$ cat config.mk
export PLATFORM = sky130hd
export DESIGN_NAME = instr_fetch
export DESIGN_NICKNAME = d
export VERILOG_FILES = /design/src/rtl/instr_fetch_pkg.sv /design/src/rtl/instr_fetch_fifo.sv /design/src/rtl/instr_fetch.sv
export SDC_FILE = /design/constraint.sdc
export NUM_CORES = 1
export LEC_CHECK = 0
export ABC_AREA = 1
export CORE_UTILIZATION = 38
export CTS_BUF_LIST = sky130_fd_sc_hd__clkbuf_8
export DETAILED_ROUTE_END_ITERATION = 8
export RECOVER_POWER = 50
export SETUP_SLACK_MARGIN = 0.3
export SLEW_MARGIN = 15
export SYNTH_ARGS = -nofsm -noshare
export SYNTH_HDL_FRONTEND = slang
export SYNTH_SLANG_ARGS = --single-unit
$ cat constraint.sdc
create_clock -name clock -period 2.8 [get_ports clock]
set_input_delay 0.42 -clock clock [delete_from_list [all_inputs] [get_ports clock]]
set_output_delay 0.42 -clock clock [all_outputs]
set_load 0.1 [all_outputs]
$ cat src/rtl/instr_fetch_pkg.sv
// Shared types and constants for the fetch stage and its prefetch FIFO.
package instr_fetch_pkg;

    typedef enum logic [1:0] {S_START, S_RUN, S_DRAIN, S_HALT} fetch_state_t;

    localparam logic [31:0] FETCH_PC_STEP = 32'd4;

    // Raw instruction word handed to decode.
    typedef logic [31:0] instr_packet;

    function automatic logic pc_aligned(input logic [31:0] pc);
        return pc[1:0] == 2'b00;
    endfunction

endpackage

$ cat src/rtl/instr_fetch_fifo.sv
// Prefetch FIFO: registered storage, power-of-two depth, flush wins over push/pop.
module fetch_fifo #(
    parameter int DEPTH = 2,
    parameter int WIDTH = 32
) (
    input  logic                     clock,
    input  logic                     reset,
    input  logic                     push,
    input  logic [WIDTH-1:0]         din,
    input  logic                     pop,
    input  logic                     flush,
    output logic [$clog2(DEPTH):0]   count,
    output logic [WIDTH-1:0]         head,
    output logic                     empty,
    output logic                     full
);
    localparam int AW = $clog2(DEPTH);
    localparam int CW = AW + 1;

    logic [WIDTH-1:0] mem [DEPTH];
    logic [AW-1:0]    rd_ptr;
    logic [AW-1:0]    wr_ptr;
    logic             do_push;
    logic             do_pop;

    assign empty   = (count == '0);
    assign full    = (count == CW'(DEPTH));
    assign do_pop  = pop && !empty;
    assign do_push = push && (!full || do_pop);
    assign head    = mem[rd_ptr];

    always_ff @(posedge clock or negedge reset) begin
        if (!reset) begin
            rd_ptr <= '0;
            wr_ptr <= '0;
            count  <= '0;
            for (int i = 0; i < DEPTH; i++) mem[i] <= '0;
        end else if (flush) begin
            rd_ptr <= '0;
            wr_ptr <= '0;
            count  <= '0;
        end else begin
            if (do_push) begin
                mem[wr_ptr] <= din;
                wr_ptr      <= wr_ptr + AW'(1);
            end
            if (do_pop) rd_ptr <= rd_ptr + AW'(1);
            count <= count + CW'(do_push) - CW'(do_pop);
        end
    end

endmodule

$ cat src/rtl/instr_fetch.sv
// Fetch stage: owns the PC, issues in-order imem requests, buffers words for decode.
// Optional FETCH_PERF_COUNTERS_EN adds perf_fetched / perf_stall counters.
module instr_fetch
    import instr_fetch_pkg::*;
#(
    parameter logic [31:0] RESET_PC   = 32'h0000_0000,
    parameter int          FIFO_DEPTH = 2
) (
    input  logic        clock,
    input  logic        reset,
    output logic        imem_req_valid,
    input  logic        imem_req_ready,
    output logic [31:0] imem_req_addr,
    input  logic        imem_resp_valid,
    input  logic [31:0] imem_resp_data,
    input  logic        redirect_valid,
    input  logic [31:0] redirect_target,
    output logic        instr_valid,
    input  logic        instr_ready,
    output instr_packet instr,
    output logic [31:0] instr_pc,
    output logic        fetch_fault
`ifdef FETCH_PERF_COUNTERS_EN
    ,
    output logic [31:0] perf_fetched,
    output logic [31:0] perf_stall
`endif
);
    localparam int CW = $clog2(FIFO_DEPTH) + 1;

    fetch_state_t  state;
    logic [31:0]   fetch_pc;
    logic [31:0]   head_pc;
    logic [CW-1:0] outstanding;
    logic [CW-1:0] discard;
    logic [CW-1:0] owed_next;
    logic [CW:0]   in_use;
    logic          fault;

    logic [CW-1:0] fifo_count;
    instr_packet   fifo_head;
    logic          fifo_empty;
    logic          fifo_full;

    logic running;
    logic req_fire;
    logic pop_fire;
    logic resp_owed;
    logic redirect_hit;
    logic keep_resp;

    assign running      = (state == S_RUN) || (state == S_DRAIN);
    assign in_use       = {1'b0, outstanding} + {1'b0, fifo_count};
    assign req_fire     = imem_req_valid && imem_req_ready;
    assign pop_fire     = instr_valid && instr_ready;
    assign resp_owed    = imem_resp_valid && (outstanding != '0);
    assign redirect_hit = redirect_valid && (state != S_HALT);
    // Outstanding counts every owed response, wrong-path ones included, so the
    // issue limit bounds total in-flight traffic and never overflows the FIFO.
    assign owed_next    = outstanding - CW'(resp_owed) + CW'(req_fire);
    assign keep_resp    = resp_owed && (discard == '0) && running && !redirect_hit;

    assign imem_req_valid = running && !fifo_full && (in_use < (CW+1)'(FIFO_DEPTH));
    assign imem_req_addr  = fetch_pc;
    assign instr_valid    = !fifo_empty;
    assign instr          = fifo_head;
    assign instr_pc       = head_pc;
    assign fetch_fault    = fault;

    fetch_fifo #(
        .DEPTH (FIFO_DEPTH),
        .WIDTH ($bits(instr_packet))
    ) u_fifo (
        .clock (clock),
        .reset (reset),
        .push  (keep_resp),
        .din   (imem_resp_data),
        .pop   (pop_fire && !redirect_hit),
        .flush (redirect_hit),
        .count (fifo_count),
        .head  (fifo_head),
        .empty (fifo_empty),
        .full  (fifo_full)
    );

    always_ff @(posedge clock or negedge reset) begin
        if (!reset) begin
            state       <= S_START;
            fetch_pc    <= RESET_PC;
            head_pc     <= RESET_PC;
            outstanding <= '0;
            discard     <= '0;
            fault       <= 1'b0;
        end else if (redirect_hit) begin
            if (!pc_aligned(redirect_target)) begin
                state       <= S_HALT;
                fault       <= 1'b1;
                outstanding <= '0;
                discard     <= '0;
            end else begin
                // Everything still owed, including this cycle's accept, is wrong-path.
                fetch_pc    <= redirect_target;
                head_pc     <= redirect_target;
                outstanding <= owed_next;
                discard     <= owed_next;
                state       <= (owed_next != '0) ? S_DRAIN : S_RUN;
            end
        end else begin
            case (state)
                S_START: state <= S_RUN;
                S_RUN, S_DRAIN: begin
                    if (req_fire) fetch_pc <= fetch_pc + FETCH_PC_STEP;
                    if (pop_fire) head_pc <= head_pc + FETCH_PC_STEP;
                    outstanding <= owed_next;
                    if (resp_owed && (discard != '0)) begin
                        discard <= discard - CW'(1);
                        if (discard == CW'(1)) state <= S_RUN;
                    end
                end
                default: state <= S_HALT;
            endcase
        end
    end

`ifdef FETCH_PERF_COUNTERS_EN
    always_ff @(posedge clock or negedge reset) begin
        if (!reset) begin
            perf_fetched <= '0;
            perf_stall   <= '0;
        end else begin
            if (pop_fire) perf_fetched <= perf_fetched + 32'd1;
            if (running && !instr_valid) perf_stall <= perf_stall + 32'd1;
        end
    end
`endif

endmodule

==> metrics.md <==
| Metric | Value |
|---|---|
| # rows | `52` |
| WP data required | `3120 ps` |
| Post-synth EDFFs | `0` |
| Antenna violations before repair | `0` |
| Async SR Flop Fraction | `100.0%` |
| Final setup TNS | `0 ps` |
| Routed length per instance | `around 14 microns` |
| Leak | `0.005085 uW` |
| IO Port Bufs | `168` |
| Post-place setup slack | `320.2 ps` |
| PnR worst setup slack | `404.8 ps` |
| Worst Skew | `10.43 ps` |
| Dpl hpwl | `~16000 microns` |
| Avg Inst Size Synth | `6.898 sq um` |
| Crit-path max FO | `4` |
| Vias | `7597` |
| Die area | `21600 sq um` |
| Router iterations before antenna repair | `5` |
| Vias per cell | `4.748` |
| N_diodes | `0` |
| Final nets | `about 1400` |
| Cell with the most instances after synthesis | `nand2_1` |
| Post-Syn Nets | `between 1000 and 1500` |
| YS warnings | `0` |
| Register area share after synthesis | `43.55%` |
| CP max stage delay | `420 ps` |
| Routed wire length | `22230 microns` |
| Post-Syn Area | `approximately 8000 sq um` |
| Synth area leaders | `dfrtp_1 44%, nand2_1 18%, nor2_1 9.2%` |
| Initial Utilization | `39.10%` |
| Crit-path leading delay family | `adder cells` |
| Hold Crit Class | `reg -> reg` |
| Die X | `roughly 150 microns` |
| Slowest CP cell | `fa_1` |
| Worst slew margin | `4.755%` |
| CTS clk-pin slew, worst paths | `80 ps` |
| Yosys top cell area share | `43.55%` |
| Worst hold slack | `~480 ps` |
| Cell accounting for the most synthesized area | `dfrtp_1` |
| Post-route ant nets | `0` |
| Top FF cell, synth | `dfrtp_1` |
| Worst skew pair latency | `450 ps` |
| Worst setup path class | `reg -> reg` |
| CTS tree | `built` |
| FMAX | `around 420 MHz` |
| Global Route Usage Sum | `between 20% and 30%` |
| Synth unique cells | `36` |
| DR DRC count | `0` |
| Max cap viols | `0` |
| Final Hold Fails | `0` |
| Crit. End Element | `flip-flop` |
| Total CTS buffers | `17` |
| Post-synthesis cell count | `1158` |
| Final setup fails | `0` |
| Largest net degree at the start of global routing | `66` |
| VDD IR max | `0.7050 mV` |
| Vias in the first global route | `7273` |
| Slew Limit Fails | `0` |
| CTS sink count | `139` |
| Status | `complete, no violations` |
| Die height | `between 100 and 150 microns` |
| Iteration-0 DRC Markers | `481` |
| Power density over cell area | `around 1300 nW/um^2` |
| RePlAce Congestion | `0.8818` |
| Total grt overflow | `0` |
| Area growth from synthesis to final layout | `29.64%` |
| Layout cells sized above 1 | `10.98%` |
| Global-route wire length before repair | `36370 microns` |
| Final period util | `a little under nine tenths` |
| Io pins | `169` |
| Root Driver | `clkbuf_8` |
| Worst Path Arrival | `2720 ps` |
| Total chip power | `13600 uW` |
| Core area | `20430 sq um` |
| Worst-Margin Slew | `around 1400 ps` |
| FILL cells | `2122` |
| Maximum clock insertion buffer count | `2` |
| Register bit total from synthesis | `139` |
| Worst setup SP type | `flip-flop` |
| Unrepaired setup endpoints after global routing | `true` |
| WP buf/inv | `2` |
| Commonest cells post-synth | `386 x nand2_1, 196 x nor2_1, 139 x dfrtp_1, 124 x inv_1, 52 x nand3_1` |
| H-tree Lvls | `4` |
| Final Critical Period | `2395 ps` |
| Worst path cell trace | `nand2_1 -> inv_1 -> fa_1 -> nor2_1 -> nand2_1 -> nor2_4 -> nand2_2 -> ha_4 -> inv_2 -> ha_2 -> xor2_2 -> nor2_1 -> o21ai_1 -> o21ai_1` |
==> placed cells by master (no fill, tap or decap), drive strengths merged <==
cell	instances
nand3b	4
xor2	7
fa	1
buf	69
nand2	389
o22ai	3
or2	4
clkbuf	62
xnor2	5
o211ai	1
clkdlybuf4s50	68
clkinvlp	4
dlygate4sd3	1
nand4	1
nor2	198
o21a	1
a21oi	44
a31oi	14
ha	9
inv	136
nor4	2
bufinv	3
dfrtp	139
clkinv	2
o21ai	107
nand3	52
nor3	2
and2	2
==> sequential cells by signal, indices dropped and copies added, names as in the netlist <==
| register | flops |
|---|---|
| u_fifo.mem | 64 |
| imem_req_addr | 32 |
| instr_pc | 32 |
| discard | 2 |
| outstanding | 2 |
| state | 2 |
| u_fifo.count | 2 |
| fetch_fault | 1 |
| u_fifo.rd_ptr | 1 |
| u_fifo.wr_ptr | 1 |
==> kinds of logic after synthesis <==
logic type      synth area share, %
flops                         43.55
compound gates                12.06
xor+xnor                      1.316
buf+inv                       9.085
fa+ha+maj                     1.660
simple gates                  32.33
==> stage by stage <==
stage                     instance area (sq um)  cells  util (%)
final                                     10350   1600     50.69
after global routing                      10350   1600     50.69
after CTS                                 10510   1598     51.45
after detailed placement                  10080   1565     49.33
after global placement                    10080   1565     49.33
after floorplan                            8013   1158         -
==> tightest hold or removal path, cell delays in order (launching register included) <==
cell     delay [ps]
dfrtp_1         350
nand2_1          60
o21ai_2          50
==> power breakdown <==
group | switching [uW] | internal [uW] | total (uW)
sequential | 793 | 2720 | 3510
clock | 860 | 898 | 1760
combinational | 6320 | 2000 | 8330
total | 7980 | 5620 | 13600
==> repair_timing <==
item | CTS | global route
buffers inserted | 0 | 2
endpoints found under the setup margin | 32 | 6
hold buffers | 1 | 0
hold endpoints to repair | 51 | 0
pin swaps | 0 | 2
gates resized for setup | 1 | 4
==> layer usage <==
| layer | track usage, % | wire length [microns] | vias to the layer above |
|---|---|---|---|
| met5 | 0 | 0 | - |
| met4 | 6.082 | 336 | 0 |
| met2 | 35.07 | 10410 | 209 |
| met3 | 5.839 | 1574 | 21 |
| li1 | - | - | 3920 |
| met1 | 27.53 | 9905 | 3447 |
==> layout make-up <==
cell class	instances	area [sq um]	area share, %
Inverter	130	489.2	4.725
Clock inverter	15	186.4	1.800
Clock buffer	17	234.0	2.260
Multi-Input combinational cell	846	3811	36.81
Sequential cell	139	3478	33.59
Timing Repair Buffer	183	1818	17.56
Tap cell	270	337.8	3.262
==> path summary, 6_finish.rpt <==
check	slack, ps	endpoint	start	cells after the start
min reg2reg	480	u_fifo.mem[63]$_DFFE_PN0P_	u_fifo.mem[63]$_DFFE_PN0P_	2
min in group asynchronous	840	instr_pc[5]$_DFFE_PN0P_	reset	2
max in group asynchronous	540	imem_req_addr[27]$_DFFE_PN0P_	reset	3
min	480	u_fifo.mem[63]$_DFFE_PN0P_	u_fifo.mem[63]$_DFFE_PN0P_	2
max	400	discard[1]$_DFFE_PN0P_	outstanding[0]$_DFFE_PN0N_	14
max reg2reg	400	discard[1]$_DFFE_PN0P_	outstanding[0]$_DFFE_PN0N_	14
Power figures use the tool's default switching activity.
==> RTL change, RTL diff (config.mk and constraints unchanged) <==
Register the input `redirect_target` before use, with the module's reset. The logic sees it one clock later. The other inputs are not delayed to match.
--- a/src/rtl/instr_fetch.sv
+++ b/src/rtl/instr_fetch.sv
@@ -27,6 +27,16 @@
 `endif
 );
     localparam int CW = $clog2(FIFO_DEPTH) + 1;
+
+    logic [31:0] redirect_target_q;
+
+    always_ff @(posedge clock or negedge reset) begin
+        if (!reset) begin
+            redirect_target_q <= '0;
+        end else begin
+            redirect_target_q <= redirect_target;
+        end
+    end
 
     fetch_state_t  state;
     logic [31:0]   fetch_pc;
@@ -92,15 +102,15 @@
             discard     <= '0;
             fault       <= 1'b0;
         end else if (redirect_hit) begin
-            if (!pc_aligned(redirect_target)) begin
+            if (!pc_aligned(redirect_target_q)) begin
                 state       <= S_HALT;
                 fault       <= 1'b1;
                 outstanding <= '0;
                 discard     <= '0;
             end else begin
                 // Everything still owed, including this cycle's accept, is wrong-path.
-                fetch_pc    <= redirect_target;
-                head_pc     <= redirect_target;
+                fetch_pc    <= redirect_target_q;
+                head_pc     <= redirect_target_q;
                 outstanding <= owed_next;
                 discard     <= owed_next;
                 state       <= (owed_next != '0) ? S_DRAIN : S_RUN;
Behaviour: not the same (a bounded check fails within 4 cycles, from zero or initial values and one cycle with reset low).
==> RTL change against the original RTL <==
  * Clock skew up 0.015 ns
  * Synthesized area rose by 11%
  * Design area grew 9.4%
  * Count of clock-buffer cells in the layout grew 1
  * Routed wire length rose by 5.8%
  * Worst setup slack improved by 0.022 ns
  * Sequential cell count grew 32
  * Non-clock buffer count up 4
  * Largest cell class is now registers
Power is left out: it rests on default switching activity, and per cell area and clock period it moved more than threefold.
==> RTL change: results (changes against the original RTL) <==
The complex-gate fraction of the synthesized area is 11.9% (-0.14 points). The met2 track utilization from global routing was 32.6% (-2.5 points). The initial antenna violation count was 4 (+4). The logs give 2.70 ns (-0.02 ns) for the arrival time of data at the critical path endpoint and 5.07% (-0.77 points) for the met3 demand-to-capacity share in global routing.

The adder and majority cell fraction of the synthesized area is 1.50% (-0.16 points). The pin count of the biggest net entering global routing came out at 94 (+42%). The mean area per synthesized cell is 7.50 um2 (+8.8%), and the via count of the first global-routing pass is 7,516 (+3.3%).

The tools report the post-route clock skew as 0.0254 ns (+0.0149 ns). The synthesis warning total was 0 (unchanged); the final estimated routing congestion in global placement was 0.871 (-1.3%). The most used flip-flop cell after synthesis is dfrtp_1.

The non-filler instance count after layout is 1,643 (+2.7%). The tools report the total global-route track usage as 20.3% (-1.1 points). The logs give 1,422 (+1.8%) for the net total in the final layout and 1,604 (+2.5%) for the number of placed cells counting well taps. The routed length per instance was 14.3 um (+3.0%); the global-route wire length before repair was 38,200 um (+5.0%). The final design area excluding fillers is 0.0113 mm2 (+9.4%).

The transition time at the pin with the least slew margin is 1.31 ns (-0.122 ns). The run gives 16,900 um (+5.3%) as the detailed placement HPWL. The met1 track demand over resource in global routing was 26.9% (-0.62 points); the number of distinct library cell variants in the gate-level netlist after synthesis was 39 (+8.3%). The worst hold path class was in -> async.

For the later-pin clock latency in the skew report, the log shows 0.47 ns (+0.02 ns). By area the synthesized netlist is led by dfrtp_1 (48%), nand2_1 (16%), nor2_1 (7.8%), inv_1 (5.0%), o21ai_0 (2.9%). The flow ran to the end, and the final reports show no timing, DRC or antenna violations.

The tools report the worst-case setup slack after placement as 0.352 ns (+0.0320 ns). Total of fill cells in the finished design: 2,302 (+8.5%). For the detailed-route via count, the log shows 7,891 (+3.9%). The share of cells above drive strength 1 works out to 13.4% (+2.4 points). The iteration count of the initial detailed-routing pass is 6 (+1), and the xor/xnor share of the synthesized area is 1.19% (-0.13 points). The DRC marker count from the first detailed-route iteration is 568 (+18%). The clock-pin slew reported for the worst setup and hold paths after clock tree synthesis is 0.10 ns (+0.02 ns). The number of nets produced by synthesis was 1,258 (+1.6%).
RTL change: cell types whose count changed after synthesis, sizes merged, moves of 5 or more:
cell | before | now
dfrtp | 139 | 171
nor2 | 198 | 186
inv | 129 | 121
nand2 | 389 | 381
a31oi | 14 | 7
a21oi | 44 | 50
o21ai | 107 | 112
RTL change: layer usage:
layer	vias to the layer above	wire length, um	share of wire, %
met5	-	13	0.055
met3	32	1620	6.9
met4	2	403	1.7
met2	221	10500	45
li1	4007	-	-
met1	3629	10900	47
RTL change: area by class of cell:
class	instances	share of cell area (%)
Inverter	122	4.05
Clock inverter	14	1.34
Clock buffer	18	2.19
Tap cell	285	3.15
Multi-Input combinational cell	843	34.0
Sequential cell	171	37.8
Timing Repair Buffer	187	17.4
Antenna cell	3	0.0663
RTL change: path summary, 6_finish.rpt:
path,endpoint,cells after the start,slack (ns)
setup / recovery,discard[1]$_DFFE_PN0P_,12,0.43
hold reg to reg,fetch_fault$_DFFE_PN0P_,2,0.47
setup reg to reg,discard[1]$_DFFE_PN0P_,12,0.43
min in group clock,fetch_fault$_DFFE_PN0P_,2,0.47
hold / removal,instr_pc[5]$_DFFE_PN0P_,2,0.40
max in group asynchronous,u_fifo.mem[30]$_DFFE_PN0P_,3,0.76
RTL change: timing repair:
| action | CTS | global route |
|---|---|---|
| hold endpoints to repair | 30 | 0 |
| endpoints found under the setup margin | 16 | 8 |
| hold buffers | 1 | 0 |
| setup buffers | 0 | 3 |
| resized for setup | 1 | 4 |
| pin swaps | 0 | 2 |
RTL change: critical path, stage by stage (launching register included):
cell     delay [ns]
dfrtp_1        0.42
nand2_1        0.06
inv_1          0.04
fa_1           0.44
nor2_2         0.10
nand4_1        0.12
ha_1           0.30
inv_1          0.04
ha_1           0.20
xor2_2         0.23
nor2_1         0.05
o21ai_0        0.13
o21ai_0        0.10
